$ cat src/rtl/mem_bus_master.sv
// Request/response front end that turns byte or 16-bit little-endian requests
// into byte-wide accesses on a simple strobed memory port.
module mem_bus_master #(
    parameter int WAIT_CYC = 0
) (
    input  logic        clk,
    input  logic        rst,
    input  logic        req_valid,
    output logic        req_ready,
    input  logic [1:0]  req_op,
    input  logic        req_word,
    input  logic [15:0] req_addr,
    input  logic [15:0] req_wdata,
    output logic        resp_valid,
    output logic [15:0] resp_rdata,
    output logic        busy,
    output logic [15:0] mem_addr,
    output logic [7:0]  mem_wdata,
    output logic        mem_ce,
    output logic        mem_r,
    output logic        mem_w,
    output logic        mem_oe,
    output logic        mem_rst,
    input  logic [7:0]  mem_rdata
);

    typedef enum logic [1:0] {
        IDLE,
        BYTE0,
        BYTE1,
        RESP
    } state_t;

    localparam logic [1:0] OP_WRITE  = 2'b01;
    localparam logic [1:0] OP_CLEAR  = 2'b10;
    localparam logic [1:0] WAIT_LAST = 2'(WAIT_CYC);

    state_t      state_reg, state_next;
    logic [1:0]  wait_cnt_reg, wait_cnt_next;
    logic [1:0]  op_reg, op_next;
    logic        word_reg, word_next;
    logic [15:0] addr_reg, addr_next;
    logic [15:0] wdata_reg, wdata_next;
    logic [15:0] rdata_reg, rdata_next;

    logic        in_byte;
    logic        byte_done;
    logic        is_write;
    logic        is_clear;
    logic        is_read;

    assign in_byte   = (state_reg == BYTE0) || (state_reg == BYTE1);
    assign byte_done = (wait_cnt_reg == WAIT_LAST);
    assign is_write  = (op_reg == OP_WRITE);
    assign is_clear  = (op_reg == OP_CLEAR);
    // The reserved encoding falls through to read behaviour.
    assign is_read   = !is_write && !is_clear;

    always_ff @(posedge clk) begin
        if (rst) begin
            state_reg    <= IDLE;
            wait_cnt_reg <= 2'd0;
            op_reg       <= 2'd0;
            word_reg     <= 1'b0;
            addr_reg     <= 16'h0000;
            wdata_reg    <= 16'h0000;
            rdata_reg    <= 16'h0000;
        end else begin
            state_reg    <= state_next;
            wait_cnt_reg <= wait_cnt_next;
            op_reg       <= op_next;
            word_reg     <= word_next;
            addr_reg     <= addr_next;
            wdata_reg    <= wdata_next;
            rdata_reg    <= rdata_next;
        end
    end

    always_comb begin
        state_next    = state_reg;
        wait_cnt_next = wait_cnt_reg;
        op_next       = op_reg;
        word_next     = word_reg;
        addr_next     = addr_reg;
        wdata_next    = wdata_reg;
        rdata_next    = rdata_reg;

        case (state_reg)
            IDLE: begin
                if (req_valid) begin
                    state_next    = BYTE0;
                    wait_cnt_next = 2'd0;
                    op_next       = req_op;
                    word_next     = req_word;
                    addr_next     = req_addr;
                    wdata_next    = req_wdata;
                    rdata_next    = 16'h0000;
                end
            end
            BYTE0: begin
                if (byte_done) begin
                    if (is_read) begin
                        rdata_next[7:0] = mem_rdata;
                    end
                    state_next    = word_reg ? BYTE1 : RESP;
                    wait_cnt_next = 2'd0;
                end else begin
                    wait_cnt_next = wait_cnt_reg + 2'd1;
                end
            end
            BYTE1: begin
                if (byte_done) begin
                    if (is_read) begin
                        rdata_next[15:8] = mem_rdata;
                    end
                    state_next    = RESP;
                    wait_cnt_next = 2'd0;
                end else begin
                    wait_cnt_next = wait_cnt_reg + 2'd1;
                end
            end
            RESP: begin
                state_next = IDLE;
            end
            default: begin
                state_next = IDLE;
            end
        endcase
    end

    assign req_ready  = (state_reg == IDLE);
    assign busy       = !req_ready;
    assign resp_valid = (state_reg == RESP);
    assign resp_rdata = rdata_reg;

    // Second byte address wraps naturally in 16 bits.
    assign mem_addr  = !in_byte ? 16'h0000 :
                       (state_reg == BYTE1) ? (addr_reg + 16'd1) : addr_reg;
    assign mem_wdata = !(in_byte && is_write) ? 8'h00 :
                       (state_reg == BYTE1) ? wdata_reg[15:8] : wdata_reg[7:0];

    // Strobes drop immediately with rst so an aborted access never lands.
    assign mem_ce  = in_byte && !rst;
    assign mem_r   = in_byte && is_read  && !rst;
    assign mem_oe  = in_byte && is_read  && !rst;
    assign mem_w   = in_byte && is_write && !rst;
    assign mem_rst = in_byte && is_clear && !rst;

endmodule

$ cat config.mk
export PLATFORM = sky130hd
export DESIGN_NAME = mem_bus_master
export DESIGN_NICKNAME = d
export VERILOG_FILES = /design/src/rtl/mem_bus_master.sv
export SDC_FILE = /design/constraint.sdc
export NUM_CORES = 1
export LEC_CHECK = 0
export CORE_MARGIN = 10
export CORE_UTILIZATION = 46
export CTS_CLUSTER_SIZE = 20
export DETAILED_ROUTE_END_ITERATION = 8
export PLACE_DENSITY_LB_ADDON = 0.05
export RECOVER_POWER = 50
export SLEW_MARGIN = 20
export SYNTH_ARGS = -nofsm -noshare
export SYNTH_HDL_FRONTEND = slang
export SYNTH_SLANG_ARGS = --single-unit
$ cat constraint.sdc
create_clock -name clk -period 2 [get_ports clk]
set_input_delay 0.4 -clock clk [delete_from_list [all_inputs] [get_ports clk]]
set_output_delay 0.4 -clock clk [all_outputs]
set_load 0.03 [all_outputs]
# Word-level counts from Yosys, hierarchy flattened
# Cells that the tools add are included.
classes:
  n_reduce_logical: 24
  bitwise_logic: 0
  n_eq_ne: 10
  order_cmp: 0
  div_mod_pow: 0
  addsub: 2
  muxes: 17
  n_shift: 0
  multipliers: 0
op_table:
  columns: ["op", "count"]
  rows:
  - ["16-bit two-way mux", 3]
  - ["8-bit two-way mux", 4]
  - ["8-bit case mux with 2 select lines", 2]
  - ["16-bit by 1-bit adder with 16-bit output, second input constant", 1]
  - ["2-bit two-way mux", 5]
  - ["2-bit != test, second input constant", 5]
  - ["1-bit logical AND", 8]
  - ["2-bit case mux with 4 select lines", 1]
  - ["4-bit AND reduction", 2]
  - ["2-bit == test, second input constant", 3]
  - ["2-bit nonzero test", 3]
  - ["2-bit by 1-bit == test with 1-bit output, second input constant", 2]
  - ["1-bit zero test", 4]
  - ["2-bit zero test", 2]
  - ["2-bit case mux with 2 select lines", 1]
  - ["2-bit AND reduction", 2]
  - ["3-bit AND reduction", 1]
  - ["2-bit by 1-bit adder with 2-bit output, second input constant", 1]
  - ["2-bit OR reduction", 1]
  - ["1-bit logical OR", 1]
  - ["1-bit two-way mux", 1]
word_totals:
  n_memories: 0
  reg_bits: 55
  in_bits: 46
  mem_bits_ro: 0
  latch_bits: 0
  word_cells: 61
  ram_bits: 0

# Depth between registers and ports, before layout
logic_depth:
  ltp_word: 6
  depth_mapped: 8
  mapped_depth_nobuf: 5

# Worst setup path before layout
# No wires, ideal clock.
synth_timing:
  path_type: "reg-to-output"
  from: "reg state_reg[0]"
  to: "out mem_r"
  required_time_ps: 1600
  arrival_ps: 1958
  stages_incl_launch_ff: 7
  setup_slack_ps: -358
  path_cell_list: "dfxtp_1 > inv_1 > ha_1 > inv_1 > nor2_1 > and2_1 > buf_4"
synth_between:
  elab_chain_len: 4
synth_rtl:
  columns: ["element", "line_no", "text"]
  rows:
  - ["from (decl)", "38", "state_t state_reg, state_next;"]
  - ["from (signal assigned)", "69", "state_reg <= state_next;"]
  - ["2-bit by 1-bit == test with 1-bit output or 2-bit == test (tied branches)", "52", "assign in_byte = (state_reg == BYTE0) || (state_reg == BYTE1);"]
  - ["1-bit logical OR *", "52", null]
  - ["1-bit logical AND * (2 in a row)", null, null]
  - ["to (decl)", "20", "output logic mem_r,"]
# Every way passes the cells marked *; elsewhere a longest branch is shown, timed or not.

# Worst setup path after layout
layout_timing:
  from: "reg addr_reg[5]"
  to: "out mem_addr[15]"
layout_between:
  elab_chain_len: 3
layout_rtl:
  columns: ["element", "line_no", "text"]
  rows:
  - ["from (decl)", "42", "logic [15:0] addr_reg, addr_next;"]
  - ["from (signal assigned)", "73", "addr_reg <= addr_next;"]
  - ["16-bit by 1-bit adder with 16-bit output", "138", "(state_reg == BYTE1) ? (addr_reg + 16'd1) : addr_reg;"]
  - ["16-bit two-way mux", "138", null]
  - ["16-bit two-way mux", "137", "assign mem_addr = !in_byte ? 16'h0000 :"]
  - ["to (decl)", "17", "output logic [15:0] mem_addr,"]
# No other way between the ends.

==> results.txt <==
outcome: finished with violations
violated checks: setup timing
CP Launch Type: flop
Netlist Area Pre-Place: 2780 sq um
Mapped Nets: 412
Async SR Flop Fraction: 0%
CP max FO: 4
final cell area excluding filler cells: 4840 sq um
Synth area leaders: dfxtp_1 40%, nand2_1 11%, a21oi_1 10%
GR Overflow Total: 0
filler cell count: 367
overall routing resource usage: 19.2%
Die W: 97.7 um
CTS root buffer: clkbuf_8
vias after detailed routing: 3150
Tmin final: 2.25 ns
Initial Util: 47.2%
vias per inst: 5.70
met2 WL: 5.49 mm
critical path class: flop to output pin
Clk pin slew, worst setup/hold paths: 0.10 ns
port buffer count: 93
Max H-tree Level: 2
Worst-Margin Slew: 0.536 ns
Routed WL: 10.3 mm
total CTS buffers: 5
Syn Area/Cell: 7.79 sq um
vias in the first global route: 3054
worst relative slew slack: 63.2%
worst-skew pair later-pin latency: 0.30 ns
Post-synth EDFFs: 0
pwr dens: 1220 nW/um^2
placed instance area: 3950 sq um
first-pass GRT wire length: 15.5 mm
slowest stage cell on the critical path: dfxtp_2
routed len/inst: 18.6 um
DRT met1 WL: 4.06 mm
drt drc: 0
Peak VDD IR: 0.967 mV
fin crit share: 113%
clock skew: 0.00574 ns
Yosys cell types: 31
DIE AREA: 9550 sq um
deepest clock path buffer count: 2
Detail Route Antenna Nets: 0
critical path capture point type: output pin
post-synthesis cell count: 357
fin. max-slew vios: 0
CTS tree: built
initial drt markers: 256
synth warn: 0
initial antenna violation count: 0
area added between synthesis and finish: 74.0%
Hold Buf Count CTS: 0
worst slack, placed: -0.0165 ns
metal3 WL: 559 um
Worst Slack Setup Final: -0.250 ns
largest net degree at the start of global routing: 56
Synth Flop Type: dfxtp_1
Crit path required time: 1.60 ns
CP Data Arrival Time: 1.85 ns
RSZ-0062 raised after global routing: true
core area: 5890 sq um
crit path cell chain: nand4_4 -> buf_4 -> buf_6 -> nor4_4 -> mux2i_2 -> buf_6
drt first pass iters: 4
share of layout cells above drive strength 1: 33.5%
setup-violating endpoint count in the final report: 29
synthesis-stage register bit count: 55
Sinks on Clock Net: 55
top post-synthesis cells by count: 79 x nand2_1, 58 x a21oi_1, 55 x dfxtp_1
Hold Crit Class: flop to flop
max-cap violations: 0
most frequent CP cell: buf_6
die height: 97.7 um
top cell type's share of synthesized area: 39.6%
CP peak stage delay: 0.37 ns
hpwl dp: 6.08 mm
Placer Congestion: 0.825
most frequent cell after synthesis: nand2_1
endpoints failing hold: 0
layout net count: 532
Leak Pwr: 1.79 nW
post-synthesis sequential area ratio: 39.6%
upper clock frequency limit: 444 MHz
Setup TNS: -3.99 ns
n_diodes: 0
max layer used: met4
io pins: 94
Synth area leader: dfxtp_1
FP Rows: 28
-- critical path: cells and delay by family (launching register included) --
family	cells	cell delay (ns)
muxes	1	0.29
DFF	1	0.37
and+or+nand+nor	2	0.44
buffers and inverters	3	0.45
-- final timing paths --
| check | startpoint | to | slack, ns | cells past startpoint |
|---|---|---|---|---|
| setup / recovery | addr_reg[5] | mem_addr[15] | -0.25 | 6 |
| hold / removal | word_reg | word_reg | 0.48 | 2 |
| setup reg to reg | state_reg[0] | resp_rdata[14] | 0.16 | 8 |
| hold reg to reg | word_reg | word_reg | 0.48 | 2 |
-- layout by cell type, fill, tap and decap left out, types with 5 or more instances in the layout --
cell / n
clkdlybuf4s50_1: 60
buf_6: 35
dfxtp_2: 11
nand2_1: 77
buf_4: 30
clkbuf_8: 5
nor2_4: 12
ha_1: 6
inv_1: 8
nand4_1: 20
o21ai_0: 19
a21oi_1: 52
nand2b_1: 6
buf_12: 5
mux2i_4: 8
dfxtp_1: 41
nor4_4: 5
mux2i_2: 6
-- power breakdown --
group | switching (mW) | internal (mW) | leakage (nW)
Clock | 0.359 | 0.501 | 0.0654
Combinational | 1.99 | 1.57 | 1.27
Sequential | 0.194 | 1.31 | 0.456
-- area by class of cell --
type                    count  area, sq um  area share [%]
clock buffers               6         72.6            1.50
well taps                  75         93.8            1.94
repair buffers            139         1440            29.8
clock inverters             2         60.1            1.24
inverters                  11         48.8            1.01
flip-flops and latches     55         1130            23.3
multi-input cells         265         1990            41.2
-- per-layer routing --
layer,global-route usage [%],up-vias
li1,-,1489
met1,22.6,1543
met2,33.9,101
met3,4.79,17
met4,4.92,0
met5,0,-
-- logic make-up (layout without fill, tap and decap cells) --
group	Yosys count	in the layout	share of synthesized area, %
and+or+nand+nor	146	146	25.9
AOI/OAI and AO/OA	89	89	17.4
DFF	55	55	39.6
buffers and inverters	37	158	5.72
muxes	17	17	6.12
adders and majority gates	9	9	4.05
xor gates and xnor gates	4	4	1.26
-- metrics by stage --
step | hold slack, ns | instances | util [%] | power, mW
2_1_floorplan | 0.436 | 357 | - | 3.04
3_3_place_gp | 0.444 | 529 | 67.2 | 3.97
3_5_place_dp | 0.447 | 529 | 67.2 | 4.02
4_1_cts | 0.460 | 550 | 79.4 | 5.68
5_1_grt | 0.501 | 553 | 82.2 | 6.20
6_report | 0.477 | 553 | 82.2 | 5.92
-- timing repair --
action	in CTS	in global routing
setup buffers	9	5
gates resized for setup	112	35
gates cloned	4	0
setup endpoints to repair	31	38
pin swaps	20	18
Power figures use the tool's default switching activity.
